===== src/rtl/lcd_cmd_seq.sv =====
// rtl/lcd_cmd_seq.sv - queues host LCD commands and issues them one at a time to the LCD controller
//
// Purpose:
//   Sits directly upstream of the LCD image controller. Host commands enter
//   a small FIFO through a valid/ready handshake. The sequencer hands them to
//   the controller one at a time and waits for each one to finish. The write
//   command (code 0) closes the input side. Once the controller reports done,
//   the sequence is flagged complete.
//
// Ports:
//   clk, reset              clock; asynchronous active-high reset
//   in_cmd, in_valid        host command code and valid
//   in_ready                host handshake ready (!full && !closed)
//   lcd_cmd, lcd_cmd_valid  registered command and one-cycle issue strobe
//   lcd_busy, lcd_done      controller status
//   fifo_count              current FIFO occupancy
//   cmd_drop                pulse: an illegal code (12..15) was accepted and discarded
//   ack_err                 pulse: the controller never raised busy after an issue
//   issued_cnt              saturating count of issued commands
//   seq_done                sticky: the write was issued and the controller reported done

module lcd_cmd_seq #(
  parameter int DEPTH       = 16,
  parameter int ADDR_W      = 4,
  parameter int ACK_TIMEOUT = 4
) (
  input  logic              clk,
  input  logic              reset,
  input  logic [3:0]        in_cmd,
  input  logic              in_valid,
  output logic              in_ready,
  output logic [3:0]        lcd_cmd,
  output logic              lcd_cmd_valid,
  input  logic              lcd_busy,
  input  logic              lcd_done,
  output logic [ADDR_W:0]   fifo_count,
  output logic              cmd_drop,
  output logic              ack_err,
  output logic [7:0]        issued_cnt,
  output logic              seq_done
);

  localparam logic [2:0] S_IDLE     = 3'd0;
  localparam logic [2:0] S_ISSUE    = 3'd1;
  localparam logic [2:0] S_WAIT_ACK = 3'd2;
  localparam logic [2:0] S_WAIT_REL = 3'd3;
  localparam logic [2:0] S_FINISH   = 3'd4;
  localparam logic [2:0] S_DONE     = 3'd5;

  localparam int TIMER_W = $clog2(ACK_TIMEOUT) + 1;
  // The timer counts WAIT_ACK cycles with busy still low. The incremented
  // value would reach ACK_TIMEOUT-1 here, so the error fires on this cycle.
  localparam logic [TIMER_W-1:0] TIMER_LAST = TIMER_W'(ACK_TIMEOUT - 2);

  logic [2:0]         state_q, state_d;
  logic [ADDR_W:0]    wr_ptr_q, wr_ptr_d;
  logic [ADDR_W:0]    rd_ptr_q, rd_ptr_d;
  logic               closed_q, closed_d;
  logic [TIMER_W-1:0] timer_q, timer_d;
  logic [3:0]         cmd_q, cmd_d;
  logic               cmd_valid_q, cmd_valid_d;
  logic               drop_q, drop_d;
  logic               ack_err_q, ack_err_d;
  logic [7:0]         issued_q, issued_d;
  logic               seq_done_q, seq_done_d;

  logic [3:0]         mem_q [DEPTH];

  logic empty, full, push_hs, push_store, pop;

  // The extra pointer bit separates the full case from the empty case when the
  // address bits match.
  assign empty      = (wr_ptr_q == rd_ptr_q);
  assign full       = (wr_ptr_q[ADDR_W] != rd_ptr_q[ADDR_W]) &&
                      (wr_ptr_q[ADDR_W-1:0] == rd_ptr_q[ADDR_W-1:0]);
  assign in_ready   = !full && !closed_q;
  assign push_hs    = in_valid && in_ready;
  assign push_store = push_hs && (in_cmd <= 4'd11);

  always_comb begin
    state_d     = state_q;
    timer_d     = timer_q;
    cmd_d       = cmd_q;
    cmd_valid_d = 1'b0;
    ack_err_d   = 1'b0;
    issued_d    = issued_q;
    seq_done_d  = seq_done_q;
    pop         = 1'b0;

    case (state_q)
      S_IDLE: begin
        // A raised done outside FINISH stalls issuing.
        if (!empty && !lcd_busy && !lcd_done) begin
          pop         = 1'b1;
          cmd_d       = mem_q[rd_ptr_q[ADDR_W-1:0]];
          cmd_valid_d = 1'b1;
          if (issued_q != 8'hFF) begin
            issued_d = issued_q + 8'd1;
          end
          state_d = S_ISSUE;
        end
      end
      S_ISSUE: begin
        if (cmd_q == 4'd0) begin
          state_d = S_FINISH;
        end else begin
          timer_d = '0;
          state_d = S_WAIT_ACK;
        end
      end
      S_WAIT_ACK: begin
        if (lcd_busy) begin
          state_d = S_WAIT_REL;
        end else if (timer_q == TIMER_LAST) begin
          ack_err_d = 1'b1;
          state_d   = S_IDLE;
        end else begin
          timer_d = timer_q + TIMER_W'(1);
        end
      end
      S_WAIT_REL: begin
        if (!lcd_busy) begin
          state_d = S_IDLE;
        end
      end
      S_FINISH: begin
        if (lcd_done) begin
          seq_done_d = 1'b1;
          state_d    = S_DONE;
        end
      end
      S_DONE: begin
        state_d = S_DONE;
      end
      default: begin
        state_d = S_IDLE;
      end
    endcase
  end

  always_comb begin
    wr_ptr_d = wr_ptr_q + (ADDR_W+1)'(push_store);
    rd_ptr_d = rd_ptr_q + (ADDR_W+1)'(pop);
    closed_d = closed_q || (push_hs && (in_cmd == 4'd0));
    drop_d   = push_hs && (in_cmd >= 4'd12);
  end

  always_ff @(posedge clk or posedge reset) begin
    if (reset) begin
      state_q     <= S_IDLE;
      wr_ptr_q    <= '0;
      rd_ptr_q    <= '0;
      closed_q    <= 1'b0;
      timer_q     <= '0;
      cmd_q       <= 4'd0;
      cmd_valid_q <= 1'b0;
      drop_q      <= 1'b0;
      ack_err_q   <= 1'b0;
      issued_q    <= 8'd0;
      seq_done_q  <= 1'b0;
    end else begin
      state_q     <= state_d;
      wr_ptr_q    <= wr_ptr_d;
      rd_ptr_q    <= rd_ptr_d;
      closed_q    <= closed_d;
      timer_q     <= timer_d;
      cmd_q       <= cmd_d;
      cmd_valid_q <= cmd_valid_d;
      drop_q      <= drop_d;
      ack_err_q   <= ack_err_d;
      issued_q    <= issued_d;
      seq_done_q  <= seq_done_d;
    end
  end

  // Storage needs no reset: the cleared pointers make old contents unreachable.
  always_ff @(posedge clk) begin
    if (push_store) begin
      mem_q[wr_ptr_q[ADDR_W-1:0]] <= in_cmd;
    end
  end

  assign lcd_cmd       = cmd_q;
  assign lcd_cmd_valid = cmd_valid_q;
  assign fifo_count    = wr_ptr_q - rd_ptr_q;
  assign cmd_drop      = drop_q;
  assign ack_err       = ack_err_q;
  assign issued_cnt    = issued_q;
  assign seq_done      = seq_done_q;

endmodule


===== config.mk =====
export PLATFORM = sky130hd
export DESIGN_NAME = lcd_cmd_seq
export DESIGN_NICKNAME = d
export VERILOG_FILES = /design/src/rtl/lcd_cmd_seq.sv
export SDC_FILE = /design/constraint.sdc
export NUM_CORES = 1
export LEC_CHECK = 0
export CORE_UTILIZATION = 32
export CTS_CLUSTER_SIZE = 20
export DETAILED_ROUTE_END_ITERATION = 6
export SLEW_MARGIN = 20
export SYNTH_ARGS = -nofsm -noshare
export SYNTH_HDL_FRONTEND = slang
export SYNTH_SLANG_ARGS = --single-unit
export TNS_END_PERCENT = 30

===== constraint.sdc =====
create_clock -name clk -period 2.6 [get_ports clk]
set_clock_uncertainty 0.05 [all_clocks]
set_input_delay 0.78 -clock clk [delete_from_list [all_inputs] [get_ports clk]]
set_output_delay 0.78 -clock clk [all_outputs]
set_load 0.1 [all_outputs]

# Word-level counts from Yosys, hierarchy flattened
# Memory sizes are Yosys's and may differ from the RTL's. A register that Yosys moved wholly into a read port is not among the register bits.
# Cells that the tools add are included.
# W data, S select, Z words.
[op_classes]
n_mux = 18
n_eq_ne = 17
add_sub_neg = 5
magnitude_cmp = 2
reduce_logical = 23
[ops]
columns = ["cell", "count"]
rows = [
  ["$mux W3", 9],
  ["$pmux W3 S6", 1],
  ["$ne A2 B2 Y1 const B", 6],
  ["$add A5 B1 Y5", 2],
  ["$eq A3 B2 Y1 const B", 3],
  ["$add A8 B1 Y8 const B", 1],
  ["$logic_and A1 B1 Y1", 8],
  ["$logic_not A4 Y1", 2],
  ["$ne A8 B8 Y1 const B", 1],
  ["$reduce_and A4 Y1", 2],
  ["$mux W1", 7],
  ["$eq A3 B3 Y1 const B", 2],
  ["$pmux W3 S2", 1],
  ["$eq A5 B5 Y1", 1],
  ["$logic_not A1 Y1", 5],
  ["$sub A5 B5 Y5", 1],
  ["$eq A4 B4 Y1", 1],
  ["$ge A4 B4 Y1 const B", 1],
  ["$le A4 B4 Y1 const B", 1],
  ["$reduce_and A2 Y1", 2],
  ["$add A3 B1 Y3 const B", 1],
  ["$eq A3 B1 Y1 const B", 1],
  ["$logic_not A3 Y1", 1],
  ["$ne A3 B3 Y1 const B", 1],
  ["other kinds (4)", 4],
]
[word_totals]
ramBits = 64
mem_count = 1
register_bits = 29
[memory_table]
columns = ["memory", "words", "word_bits", "rd", "rd_ports_with_merged_regs", "wr", "line_no", "rtl"]
rows = [
  ["mem_q", 16, 4, 1, 1, 1, "67", "logic [3:0] mem_q [DEPTH];"],
]

# Depth between registers and ports, before layout
# Gate-level depths: netlist of run 1.
[depth]
word_depth = 8
ltp_mapped = 11
depth_no_buf = 9

# Worst setup path before layout of run 1
# OpenSTA, ideal clock, no wires.
[synth_path]
path_type = "register -> output"
from = "register rd_ptr_q[1]"
to = "output fifo_count[3]"
t_arrival_ps = 2862
path_stages_with_launch = 8
setup_slack_ps = -1092
required_ps = 1770
n_path_buf = 2
path_cell_list = "dfrtp_1 buf_2 buf_4 inv_1 ha_1 a21o_1 a21oi_1 xnor2_1"
[synth_via]
elab_chain_len = 1
[synth_lines]
columns = ["item", "line_no", "rtl"]
rows = [
  ["start: declaration", "57", "logic [ADDR_W:0] rd_ptr_q, rd_ptr_d;"],
  ["start signal: assignment", "164", "rd_ptr_q <= rd_ptr_d;"],
  ["$sub A5 B5 Y5", "185", "assign fifo_count = wr_ptr_q - rd_ptr_q;"],
  ["end: declaration", "36", "output logic [ADDR_W:0] fifo_count,"],
]
# Every way passes these cells.

# Worst setup path after layout of run 1
[layout_path]
from = "register rd_ptr_q[0]"
to = "output fifo_count[4]"
# The elaborated chain is that of the path after synthesis.

==> impl_metrics.ini, run 1 <==
[status]
status = complete, but fails checks
violations = setup timing

[clocking]
cts_max_level = 3
clk_latency_ns = 0.34
clkTransAtPathRegs_ns = 0.07
ctsRootBufferMaster = clkbuf_16
clock-sinks = 97
clockBufferDepth = 2
cts-hold-fix-buffers = 0
cts_buffers = 9
cts_tree = built

[route]
drtPass1Iterations = 4
via_per_inst = 4.72
drc = 0
detail-route-antenna-nets = 0
detail_route.wl_per_cell_um = 15.9
postRouteWirelength_um = 8610
drt_iter0_drc = 218
dr_total_vias = 2560

[yosys]
netlist_area_um2 = 4260
synth-seq-cells = 97
synth_commonest_cells = edfxtp_1, dfrtp_1, nor2_1
synth_cell_types = 49
synth_edf_count = 64
postSynthAreaPerCell_um2 = 14.5
synth.top_cell.area_share_pct = 45.1
yosysSeqAreaShare_pct = 64.5
synth_nets = 316
yosys_warnings = 0
synth.area.top_cells = edfxtp_1, dfrtp_1, mux2i_1, mux4_2, ha_1
ys.flop_type = edfxtp_1
yosys.area.top_type = edfxtp_1
synth_async_sr_flop_share_pct = 34.0
synthMostInstantiatedCell = edfxtp_1
netlist_instances = 295

[critical_path]
critPathSlowestCell = dfrtp_1
worst_setup_path_end_kind = output pin
cp_data_arrival_time_ns = 1.93
setup.worst_path.start_class = flop
path_cells = ha_2, fa_2, inv_1, a21o_1, a21oi_4, xnor2_4, buf_12
reg2reg_depth = 7
critPathLaunch = rd_ptr_q[0]$_DFF_PP0_
path_delay_family = adder cells
reg2reg_to = mem_q[0][1]$_DFFE_PP_
path_buf_inv = 2
slowest_delay_ns = 0.41
cp_max_fo = 2
crit_required_ns = 1.77
rrSetupSlack_ns = 0.24
path_class = flop to output pin
reg2reg_from = wr_ptr_q[2]$_DFF_PP0_

[floorplanning]
die_h_um = 117
io-pin-count = 31
fp.dieW_um = 117
rows = 41
die_area_um2 = 13800
coreArea_um2 = 12800
start_util_pct = 33.2

[min_path]
hold_path_class = flop to flop
hold_path_depth = 1
hold_end = seq_done$_DFFE_PP0P_
hp-start = seq_done$_DFFE_PP0P_

[sta]
finalSetupViolCount = 3
worstMarginPinSlew_ns = 0.617
hold_viol_final = 0
slew_headroom_pct = 58.5
setup_ws_ns = -0.163
min_period_over_period_pct = 106
slew_viol_final = 0
rsz0062_at_grt = true
period_needed_ns = 2.76
fmax_mhz = 362

[global_route]
antenna_found_initial = 0
grt.overflow.total = 0
grt_max_degree = 34
grt_use_total_pct = 13.4
grt_pass1_wl_um = 14000
grt_pass1_vias = 2590

[placement]
post-dp-hpwl_um = 6250
pre_cts_ws_ns = -0.0892
port_buffers = 30
place.gp.congestion = 0.783

[finish]
n_antenna_cell = 0
drive_above_1_share_pct = 28.6
nNetsFinal = 386
area_growth_pct = 27.3

[flow_run]
drv_cap = 0
worst max path at each step:
| stage | cells after the start | end | slack, ns |
|---|---|---|---|
| finish | 7 | fifo_count[4] | -0.16 |
| detailed placement | 6 | mem_q[0][1]$_DFFE_PP_ | -0.09 |
| floorplan | 7 | fifo_count[4] | -0.24 |
| global placement | 6 | mem_q[1][1]$_DFFE_PP_ | -0.1 |
| CTS | 7 | fifo_count[4] | -0.18 |
| global route | 7 | fifo_count[4] | -0.23 |
layout by cell type, fill, tap and decap left out, drive strengths merged, types with 3 or more instances in the layout:
cell           instances
nand3                 13
nand2                 11
a21o                   3
nor2                  23
edfxtp                64
buf                   61
mux2i                 19
xor2                   6
xnor2                  8
ha                    11
mux4                   8
a21oi                  5
a22oi                  8
o21ai                  6
nand2b                 9
clkdlybuf4s50          8
dfrtp                 33
o2111ai                4
inv                   18
clkbuf                 9
mux2                   4
nor3                   9
clkinv                 4
and3                   5
layout make-up:
cell class / count / area (um^2)
Fill cell: 1178 / 7400
Tap cell: 172 / 215
Timing Repair Buffer: 69 / 613
Sequential cell: 97 / 2750
Multi-Input combinational cell: 172 / 1490
Inverter: 16 / 60.1
Clock inverter: 7 / 78.8
Clock buffer: 9 / 225
metal layers:
metal  global-route usage (%)  share of wire (%)
met3                     3.50                3.0
met2                     21.4                 48
met1                     17.7                 48
met5                        0                  0
met4                     3.90                1.2
per-stage QoR:
stage | utilization [%] | instances | setup TNS (ns) | hold WS (ns) | cell area [um^2]
after floorplan | - | 295 | -0.465 | 0.392 | 4330
after CTS | 42.3 | 542 | -0.327 | 0.424 | 5430
final | 42.3 | 542 | -0.295 | 0.418 | 5430
after global routing | 42.3 | 542 | -0.606 | 0.448 | 5430
after global placement | 39.7 | 526 | -3.50 | 0.406 | 5100
after detailed placement | 39.7 | 526 | -3.00 | 0.409 | 5100
logic make-up after synthesis:
kind of cell | share of synthesized area [%]
AOI/OAI and AO/OA | 5.84
xor gates and xnor gates | 3.05
adders and majority gates | 3.70
buffers and inverters | 2.76
DFF | 64.5
muxes | 9.83
and+or+nand+nor | 10.4
worst register-to-register path, cell delays in order (launching register included):
cell and delay (ns):
dfrtp_1 0.40, ha_1 0.37, and4_1 0.27, a221oi_2 0.23, buf_4 0.16, nand3_1 0.21, nor3_1 0.22, buf_4 0.17
registers in the layout (all words and copies together) (netlist names):
name           count
ack_err            1
issued_cnt         8
seq_done           1
closed_q           1
cmd_drop           1
lcd_cmd_valid      1
lcd_cmd            4
rd_ptr_q           5
mem_q             64
state_q            3
timer_q            3
wr_ptr_q           5
timing repair:
item | CTS | global route
gates cloned | 0 | 0
pin swaps | 3 | 1
resized for setup | 8 | 0
buffers inserted | 0 | 0
setup endpoints to repair | 4 | 4
Power of run 1 is not shown: default switching activity piles up to over one toggle a cycle in this logic, so the estimate is an artifact.
==> inputs of run 2 (changes only) <==
Settings changed: PLACE_DENSITY set to 0.52.
==> run 2 against run 1 <==
  * The flow still finishes with violations (setup timing)
  * Critical path depth did not move
  * Die area did not move
  * Sequential cell count did not move
  * Routed wire length rose by 5.6%
  * First-iteration DRC count fell by 14%
  * Fmax rose by 0.81%
  * Utilization rose by 0.098 points
  * Cell count rose by 0.37%
  * Sequential share of layout area fell by 0.093 points
  * Via count rose by 1.6%
  * Non-clock buffer count rose by 3
  * Hold slack improved by 0.0039 ns
  * Critical path type unchanged
  * Critical endpoint unchanged
  * Largest cell class unchanged
==> impl_metrics.ini, run 2 (synthesis gave the netlist of run 1 again) <==
[status]
status = complete, but fails checks
violations = setup timing

[sta]
setup_ws_ns = -0.141
min_period_over_period_pct = 105
hold_viol_final = 0
slew_viol_final = 0
worstMarginPinSlew_ns = 0.434
rsz0062_at_grt = true
fmax_mhz = 365
finalSetupViolCount = 3
slew_headroom_pct = 71.1
period_needed_ns = 2.74

[finish]
final_cell_mix = edfxtp_1, buf_4, dfrtp_1, nor2_1, mux2i_1
final_cells = 544
nNetsFinal = 389
n_antenna_cell = 0
mostFrequentLayoutCell = edfxtp_1
drive_above_1_share_pct = 28.8
largest_reg_flops = 64
area_growth_pct = 27.6

[placement]
post-dp-hpwl_um = 6490
dp_cells = 527
port_buffers = 30
place.gp.congestion = 0.750

[floorplanning]
io-pin-count = 31
die_h_um = 117
start_util_pct = 33.2
coreArea_um2 = 12800
die_area_um2 = 13800
rows = 41
fp.dieW_um = 117

[clocking]
cts_buffers = 9
clkTransAtPathRegs_ns = 0.07
ctsRootBufferMaster = clkbuf_16
clockBufferDepth = 2
cts_tree = built
clock-sinks = 97
clk_latency_ns = 0.34
cts_max_level = 3

[route]
dr_total_vias = 2602
via_per_inst = 4.78
detail-route-antenna-nets = 0
drtPass1Iterations = 4
postRouteWirelength_um = 9090
drt_iter0_drc = 188
detail_route.wl_per_cell_um = 16.7
drc = 0

[flow_run]
drv_cap = 0

[global_route]
grt_pass1_wl_um = 14600
grt_pass1_vias = 2638
grt.overflow.total = 0
antenna_found_initial = 0
grt_max_degree = 34
grt_use_total_pct = 14.2

[critical_path]
crit_required_ns = 1.77
critPathSlowestCell = dfrtp_1
path_cells = ha_4, fa_2, inv_1, a21o_1, a21oi_4, xnor2_4, buf_12
path_class = flop to output pin
slowest_delay_ns = 0.41
cp_max_fo = 2
cp_data_arrival_time_ns = 1.91
setup.worst_path.start_class = flop
worst_setup_path_end_kind = output pin
path_delay_family = adder cells
path_buf_inv = 2

[min_path]
hold_path_class = flop to flop
run 2: routing by layer:
layer	GRT usage [%]	routed length, um	part of all wire, %
met3	4.38	446	4.9
met5	0	0	0
met4	5.11	123	1.4
met2	22.6	4310	47
met1	18.0	4220	46
run 2: metrics by stage:
| stage | hold slack, ns | setup slack (ns) | TNS, ns | util [%] | instance area, um^2 |
|---|---|---|---|---|---|
| after floorplan | 0.392 | -0.242 | -0.465 | - | 4330 |
| after global placement | 0.412 | -0.139 | -3.53 | 39.8 | 5100 |
| after detailed placement | 0.416 | -0.0983 | -2.67 | 39.8 | 5100 |
| after CTS | 0.429 | -0.181 | -0.415 | 42.3 | 5420 |
| after global routing | 0.452 | -0.231 | -0.649 | 42.4 | 5440 |
| final | 0.422 | -0.141 | -0.305 | 42.4 | 5440 |
run 2: cell type report:
type | instances | area, um^2
fill | 1195 | 7380
sequential | 97 | 2750
multi-input combinational | 172 | 1500
timing repair buffer | 72 | 636
clock buffer | 9 | 225
tap | 172 | 215
clock inverter | 6 | 60.1
inverter | 16 | 60.1
run 2: timing repair:
action	CTS	global route
endpoints found under the setup margin	4	4
hold buffers	0	0
gates resized for setup	7	2
buffers inserted	1	1
pin swaps	4	1
run 2: path summary, 6_finish.rpt:
check	slack, ns	end	depth (start not counted)	start
min in group asynchronous	0.78	timer_q[1]$_DFFE_PP0P_	3	reset
setup reg to reg	0.16	mem_q[14][1]$_DFFE_PP_	9	rd_ptr_q[2]$_DFF_PP0_
max in group asynchronous	1.39	rd_ptr_q[1]$_DFF_PP0_	3	reset
setup / recovery	-0.14	fifo_count[4]	7	rd_ptr_q[0]$_DFF_PP0_
hold / removal	0.42	seq_done$_DFFE_PP0P_	1	seq_done$_DFFE_PP0P_
hold reg to reg	0.42	seq_done$_DFFE_PP0P_	1	seq_done$_DFFE_PP0P_
run 2: worst register-to-register path, cell delays in order (launching register included):
cell and delay [ns]:
dfrtp_1 0.38, inv_1 0.12, ha_1 0.25, buf_4 0.17, and4_1 0.24, a221oi_2 0.24, buf_4 0.17, nand3_1 0.16
nor2_1 0.21, buf_4 0.18
Power of run 2 is left out for the same reason.
==> inputs of run 3 (changes only) <==
Settings changed: HOLD_SLACK_MARGIN set to 0.15.
==> results of run 3 <==
Final layout, timing and power as in run 2 (identical DEF).
Power of run 3 is left out for the same reason.
